==> config.mk <==
export PLATFORM = sky130hd
export DESIGN_NAME = mem_access_ctrl
export DESIGN_NICKNAME = d
export VERILOG_FILES = /design/src/rtl/mem_access_ctrl.sv
export SDC_FILE = /design/constraint.sdc
export NUM_CORES = 1
export LEC_CHECK = 0
export CAP_MARGIN = 5
export CORE_MARGIN = 8
export CORE_UTILIZATION = 30
export CTS_CLUSTER_SIZE = 28
export DETAILED_ROUTE_END_ITERATION = 10
export PLACE_DENSITY = 0.6
export SETUP_SLACK_MARGIN = 0.3
export SYNTH_ARGS = -nofsm -noshare
export SYNTH_HDL_FRONTEND = slang
export SYNTH_SLANG_ARGS = --single-unit
==> constraint.sdc <==
create_clock -name sys_clk -period 2.2 [get_ports sys_clk]
set_clock_uncertainty 0.05 [all_clocks]
set_input_delay 0.22 -clock sys_clk [delete_from_list [all_inputs] [get_ports sys_clk]]
set_output_delay 0.22 -clock sys_clk [all_outputs]
set_load 0.005 [all_outputs]
==> src/rtl/mem_access_ctrl.sv <==
// Single-access sequencer between the CPU datapath and the 16x16 block RAM.
// It latches one request, issues it to the RAM, waits out the read latency and acks.
module mem_access_ctrl #(
  parameter int ADDR_W = 4,
  parameter int DATA_W = 16,
  parameter int RD_LAT = 1   // legal range 1..3; the wait counter is 2 bits wide
) (
  input  logic              sys_clk,
  input  logic              sys_rst_n,   // active-high despite the name
  input  logic              cpu_req,
  input  logic              cpu_we,
  input  logic [ADDR_W-1:0] cpu_addr,
  input  logic [DATA_W-1:0] cpu_wdata,
  output logic              cpu_ready,
  output logic              cpu_ack,
  output logic [DATA_W-1:0] cpu_rdata,
  output logic              ram_en,
  output logic              ram_wea,
  output logic [ADDR_W-1:0] ram_addr,
  output logic [DATA_W-1:0] ram_wr_data,
  input  logic [DATA_W-1:0] ram_rd_data,
  output logic [1:0]        dbg_state
);

  // Handshake: a request is taken on any rising edge where cpu_req=1 and
  // cpu_ready=1; cpu_ack pulses for one cycle when the access has completed.
  typedef enum logic [1:0] {
    IDLE  = 2'd0,
    ISSUE = 2'd1,
    RWAIT = 2'd2,
    ACK   = 2'd3
  } state_t;

  localparam logic [1:0] CNT_LOAD = 2'(RD_LAT - 1);

  state_t              state_q, state_d;
  logic [1:0]          cnt_q, cnt_d;
  logic                we_q, we_d;
  logic [ADDR_W-1:0]   addr_q, addr_d;
  logic [DATA_W-1:0]   wdata_q, wdata_d;
  logic [DATA_W-1:0]   rdata_q, rdata_d;

  always_ff @(posedge sys_clk or posedge sys_rst_n) begin
    if (sys_rst_n) begin
      state_q <= IDLE;
      cnt_q   <= 2'd0;
      we_q    <= 1'b0;
      addr_q  <= '0;
      wdata_q <= '0;
      rdata_q <= '0;
    end else begin
      state_q <= state_d;
      cnt_q   <= cnt_d;
      we_q    <= we_d;
      addr_q  <= addr_d;
      wdata_q <= wdata_d;
      rdata_q <= rdata_d;
    end
  end

  always_comb begin
    state_d = state_q;
    cnt_d   = cnt_q;
    we_d    = we_q;
    addr_d  = addr_q;
    wdata_d = wdata_q;
    rdata_d = rdata_q;
    case (state_q)
      IDLE: begin
        if (cpu_req) begin
          we_d    = cpu_we;
          addr_d  = cpu_addr;
          wdata_d = cpu_wdata;
          state_d = ISSUE;
        end
      end
      ISSUE: begin
        if (we_q) begin
          state_d = ACK;
        end else begin
          cnt_d   = CNT_LOAD;
          state_d = RWAIT;
        end
      end
      RWAIT: begin
        // douta is valid in the cycle the counter reaches zero
        if (cnt_q == 2'd0) begin
          rdata_d = ram_rd_data;
          state_d = ACK;
        end else begin
          cnt_d = cnt_q - 2'd1;
        end
      end
      ACK: begin
        state_d = IDLE;
      end
      default: begin
        state_d = IDLE;
      end
    endcase
  end

  assign cpu_ready   = (state_q == IDLE);
  assign cpu_ack     = (state_q == ACK);
  assign cpu_rdata   = rdata_q;
  assign ram_en      = (state_q == ISSUE);
  assign ram_wea     = ram_en & we_q;
  assign ram_addr    = ram_en ? addr_q : '0;
  assign ram_wr_data = ram_wea ? wdata_q : '0;
  assign dbg_state   = state_q;

endmodule
==> run_results.csv, run 1 <==
group,metric,value,unit
status,status,"complete, no violations",
sta,max_slew_margin,65.1,%
global_route,grt_usage,10.9,%
die,die_w,94.2,um
logic_synthesis,syn_area,1830,sq um
placement,hpwl,3.45,mm
setup_path,crit_path_top_delay_cell,"clkdlybuf4s50_1",
die,die_y,94.2,um
clocking,cts_htree_levels,2,
placement,place_congestion,0.682,
sta,setup_viol,0,
sta,fmax,504,MHz
logic_synthesis,synthCells,131,
drt,routed_wl,4.71,mm
placement,post-place-cells,286,
placement,io_buffer_count,81,
die,row_count,28,
sta,rsz0062_at_grt,"true",
finish,regArea,1030,sq um
sta,final_hold_viol_count,0,
global_route,grt_pass1_vias,1487,
logic_synthesis,yosysSeqAreaShare,55.9,%
setup_path,crit_buf_inv,3,
setup_path,critPathCaptureType,"output port",
global_route,grt_overflow_total,0,
setup_path,cp_cell_sequence,"inv_2 > ha_4 > buf_6 > and3_1 > clkdlybuf4s50_1",
sta,worstMarginPinSlew,0.522,ns
finish,layout_common_cells,"clkdlybuf4s50_1, dfrtp_1, mux2_1, and3_1, dlygate4sd2_1",
finish,fin_nets,271,
power_and_ir_drop,powerDensity,1240,nW/um^2
finish,num_antenna_cells,0,
clocking,clkTransAtPathRegs,0.08,ns
drt,post-route-drc-count,0,
finish,layout_commonest_cell,"clkdlybuf4s50_1",
setup_path,cp_top_family,"buffers and inverters",
global_route,grt_pass1_wl,7.59,mm
power_and_ir_drop,power.leakage,0.00144,uW
finish,fill_cells,550,
die,start_util,31.0,%
logic_synthesis,syn_avg_cell_area,14.0,sq um
sta,min_period,1.99,ns
finish,multiInputGateArea,781,sq um
sta,hold_slack,0.302,ns
drt,dr.pass1.iters,4,
global_route,grt_antenna_before_repair,0,
clocking,clockRootBuffer,"clkbuf_8",
logic_synthesis,synth_area_leaders,"dfrtp_1, mux2_1, mux2_4",
power_and_ir_drop,peakVddDrop,0.569,mV
drt,ant_nets,0,
logic_synthesis,ys_types,20,
sta,finalCritPeriodShare,90.2,%
die,io_pins,82,
power_and_ir_drop,total_power,3630,uW
hold_path,min_path_type,"in -> async",
logic_synthesis,yosysWarnings,0,
finish,instances_no_fill,301,
run,maxCapViolations,0,
drt,wl_per_cell,15.6,um
finish,area_growth,58.9,%
clocking,clkLatencyLatePin,0.29,ns
setup_path,critical-path-max-stage-delay,0.50,ns
logic_synthesis,syn_nets,177,
sta,tns,0,ns
sta,final-max-slew-violation-count,0,
setup_path,crit_required,1.93,ns
die,core,5920,sq um
setup_path,path_class,"reg -> out",
clocking,cts_made_buffers,5,
clocking,cts_sinks,41,
clocking,cts_tree,"built",
setup_path,crit_path_start_kind,"register",
setup_path,worstPathArrival,1.72,ns
drt,vias,1345,
global_route,grt_max_degree,42,
finish,drive_gt1_share,16.8,%
clocking,clockBufferDepth,2,
die,die-area,8870,sq um
drt,drt_iter0_markers,20,
logic_synthesis,yosys.area.top_type,"dfrtp_1",
logic_synthesis,yosysTopAreaCellShare,55.9,%
setup_path,critical_path.max_fanout,6,
drt,via_per_inst,4.47,
logic_synthesis,ys_seq_elements,41,
-- routing by layer --
layer  share of wire, %  global-route usage [%]  up-vias  wire length, um
met5                  0                       0        -                0
met4               0.79                    2.38        0               37
met3                 11                    5.60        4              507
met2                 48                    17.7       52             2240
met1                 41                    12.5      646             1920
li1                   -                       -      643                -
-- area by class of cell --
class,count,share of cell area [%]
clock buffer,5,2.36
timing repair buffer,92,30.8
sequential,41,35.3
tap,75,3.22
multi-input combinational,78,26.8
clock inverter,3,0.601
inverter,7,0.902
-- stage by stage --
stage	util, %	worst slack [ns]	area, sq um
2_1_floorplan	-	0.627	1830
5_1_grt	49.2	0.161	2910
6_report	49.2	0.215	2910
3_5_place_dp	46.3	0.383	2740
4_1_cts	48.3	0.189	2860
3_3_place_gp	46.3	0.404	2740
-- cell families after synthesis --
| logic type | share of synthesized area, % |
|---|---|
| buf+inv | 3.00 |
| mux | 25.4 |
| simple gates | 9.82 |
| fa+ha+maj | 4.09 |
| compound gates | 1.77 |
| flops | 55.9 |
-- power breakdown --
group          total, uW  internal (uW)  switching (uW)
logic               1790           1170             622
registers           1360           1130             226
clock network        482            219             263
-- registers in the layout (all words and copies together) (netlist names) --
name       flops
cnt_q          2
cpu_rdata     16
we_q           1
addr_q         4
wdata_q       16
dbg_state      2
-- worst reg2reg max path, stage by stage, from the launching register on --
cell	delay [ns]
dfrtp_1	0.40
buf_4	0.14
buf_4	0.14
ha_1	0.20
nand2_2	0.41
mux2_1	0.38
-- cells in the mapped netlist (all sizes together) --
cell	n
clkbuf	2
ha	6
nor2b	1
or2	1
mux2	38
and3	17
a21oi	2
and4	1
nand3	1
and2	5
a2bb2oi	1
o22ai	1
dfrtp	41
nand2	3
buf	3
o31ai	1
inv	7
-- worst paths after layout --
check	cells after the start	slack, ns	endpoint	from
hold reg to reg	1	0.44	wdata_q[0]$_DFFE_PP0P_	wdata_q[0]$_DFFE_PP0P_
max in group asynchronous	3	1.40	we_q$_DFFE_PP0P_	sys_rst_n
setup reg to reg	5	0.39	cpu_rdata[11]$_DFFE_PP0P_	dbg_state[1]$_DFFE_PP0P_
min in group sys_clk	1	0.44	wdata_q[0]$_DFFE_PP0P_	wdata_q[0]$_DFFE_PP0P_
setup / recovery	5	0.21	ram_wr_data[8]	dbg_state[1]$_DFFE_PP0P_
hold / removal	3	0.30	wdata_q[5]$_DFFE_PP0P_	sys_rst_n
-- repair_timing --
action                                  4_1_cts  5_1_grt
buffers inserted                              3        3
endpoints found under the setup margin       23       11
endpoints found under the hold margin         0        0
cloned                                        1        0
gates resized for setup                      18       10
hold buffers                                  0        0
(Power assumes the default switching activity.)
==> run 2: changes to the inputs <==
--- a/config.mk
+++ b/config.mk
@@ -8,7 +8,6 @@
 export CAP_MARGIN = 5
 export CORE_MARGIN = 8
 export CORE_UTILIZATION = 30
-export CTS_CLUSTER_SIZE = 28
 export DETAILED_ROUTE_END_ITERATION = 10
 export PLACE_DENSITY = 0.6
 export SETUP_SLACK_MARGIN = 0.3
==> results of run 2 <==
Same layout as run 1: the final DEF is identical, and so are final timing and power.
==> run 3: changes to the inputs <==
--- a/config.mk
+++ b/config.mk
@@ -6,7 +6,7 @@
 export NUM_CORES = 1
 export LEC_CHECK = 0
 export CAP_MARGIN = 5
-export CORE_MARGIN = 8
+export CORE_MARGIN = 4
 export CORE_UTILIZATION = 30
 export DETAILED_ROUTE_END_ITERATION = 10
 export PLACE_DENSITY = 0.6
==> run_results.csv, run 3 (synthesis gave the netlist of run 1 again) <==
group,metric,value,unit
sta,tns,0,ns
finish,layout_common_cells,"clkdlybuf4s50_1, dfrtp_1, mux2_1, and3_1, dlygate4sd2_1",
drt,wl_met3,396,um
status,status,"complete, no violations",
drt,dr.pass1.iters,4,
drt,wl_met2,2.10,mm
die,io_pins,82,
setup_path,rr_startpoint,"dbg_state[0]$_DFFE_PP0P_",
drt,wirelength_met1,1.84,mm
placement,io_buffer_count,81,
finish,fin_nets,271,
die,die_w,86.2,um
drt,ant_nets,0,
clocking,clockRootBuffer,"clkbuf_8",
finish,drive_gt1_share,17.7,%
global_route,grt_max_degree,31,
drt,drt_iter0_markers,9,
placement,place_congestion,0.702,
die,die_y,86.2,um
clocking,cts_hold_buffers,0,
finish,post-route-cell-area,2960,sq um
drt,vias,1356,
sta,rsz0062_at_grt,"true",
placement,dpl_cell_area,2750,sq um
finish,layout_commonest_cell,"clkdlybuf4s50_1",
sta,finalCritPeriodShare,83.9,%
clocking,cts_htree_levels,2,
finish,fill_cells,543,
clocking,clockBufferDepth,2,
drt,routed_wl,4.39,mm
global_route,grt_overflow_total,0,
setup_path,crit_path_start_kind,"register",
global_route,grt_antenna_before_repair,0,
power_and_ir_drop,powerDensity,1280,nW/um^2
sta,fmax,542,MHz
sta,min_period,1.85,ns
clocking,clkLatencyLatePin,0.29,ns
setup_path,path_class,"reg -> out",
setup_path,worstPathArrival,1.58,ns
finish,num_antenna_cells,0,
sta,final-max-slew-violation-count,0,
setup_path,critPathCaptureType,"output port",
sta,setup_viol,0,
setup_path,critical_path.max_fanout,4,
die,core,5920,sq um
drt,wl_per_cell,14.6,um
setup_path,crit_path_start,"dbg_state[0]$_DFFE_PP0P_",
global_route,grt_pass1_wl,7.20,mm
clocking,cts_made_buffers,5,
setup_path,r2r-end,"cpu_rdata[9]$_DFFE_PP0P_",
sta,final_hold_viol_count,0,
power_and_ir_drop,peakVddDrop,0.541,mV
die,start_util,31.0,%
finish,area_growth,61.6,%
drt,top_layer_used,"met4",
sta,worstMarginPinSlew,0.519,ns
setup_path,worst-r2r-cell-count,4,
clocking,clkTransAtPathRegs,0.08,ns
clocking,cts_sinks,41,
die,row_count,28,
setup_path,crit_required,1.93,ns
placement,hpwl,3.20,mm
die,die-area,7430,sq um
drt,via_per_inst,4.50,
power_and_ir_drop,power.leakage,0.00146,uW
clocking,cts_tree,"built",
global_route,grt_usage,12.4,%
drt,post-route-drc-count,0,
global_route,grt_pass1_vias,1507,
run,maxCapViolations,0,
sta,max_slew_margin,65.2,%
hold_path,min_path_type,"in -> async",
setup_path,reg2reg_slack,0.48,ns
[run 3: changes by cell type in the layout (fill, tap and decap cells not counted), sizes merged]
cell | previous run | this run
clkinvlp | 1 | 0
bufinv | 0 | 1
clkinv | 3 | 1
clkdlybuf4s50 | 64 | 59
clkdlybuf4s15 | 0 | 2
clkbuf | 5 | 10
[run 3: area by class of cell]
| type | instances | area, sq um | share of cell area, % |
|---|---|---|---|
| Clock buffer | 7 | 86.3 | 2.91 |
| Clock inverter | 1 | 30.0 | 1.01 |
| Inverter | 7 | 26.3 | 0.886 |
| Multi-Input combinational cell | 78 | 791 | 26.7 |
| Sequential cell | 41 | 1030 | 34.7 |
| Tap cell | 75 | 93.8 | 3.17 |
| Timing Repair Buffer | 92 | 908 | 30.6 |
[run 3: layer usage]
| metal | vias up | track usage (%) |
|---|---|---|
| met5 | - | 0 |
| met3 | 7 | 4.94 |
| met2 | 56 | 20.7 |
| met4 | 0 | 4.25 |
| met1 | 650 | 14.5 |
| li1 | 643 | - |
[run 3: what timing repair did]
action / CTS / global route
resized for setup: 27 / 15
gates cloned: 1 / 0
setup endpoints to repair: 23 / 11
buffers inserted: 7 / 0
pin swaps: 0 / 1
[run 3: stage by stage]
step / hold slack, ns / total power, uW / utilization (%) / cells / setup slack (ns)
3_3_place_gp: 0.419 / 3030 / 46.4 / 285 / 0.322
3_5_place_dp: 0.426 / 3050 / 46.4 / 285 / 0.274
4_1_cts: 0.140 / 3860 / 49.8 / 301 / 0.239
2_1_floorplan: 0.302 / 2170 / - / 131 / 0.627
5_1_grt: 0.166 / 4090 / 50.1 / 301 / 0.286
6_report: 0.138 / 3800 / 50.1 / 301 / 0.354
[run 3: report_power, final]
| part | internal, uW | total, uW | switching (uW) |
|---|---|---|---|
| logic | 1190 | 1810 | 620 |
| clock network | 370 | 618 | 248 |
| registers | 1130 | 1370 | 237 |
[run 3: worst max path at each step]
stage | endpoint | slack, ns | cells past startpoint
after detailed placement | ram_wr_data[4] | 0.27 | 5
after global placement | ram_wr_data[3] | 0.32 | 5
after floorplan | addr_q[0]$_DFFE_PP0P_ | 0.63 | 5
after global routing | cpu_ready | 0.29 | 3
after CTS | ram_wea | 0.24 | 2
final | cpu_ready | 0.35 | 3
[run 3: worst max-delay path, cell delays in order, from the launching register on]
cell	delay, ns
dfrtp_2	0.46
inv_1	0.16
ha_4	0.18
clkdlybuf4s50_1	0.50
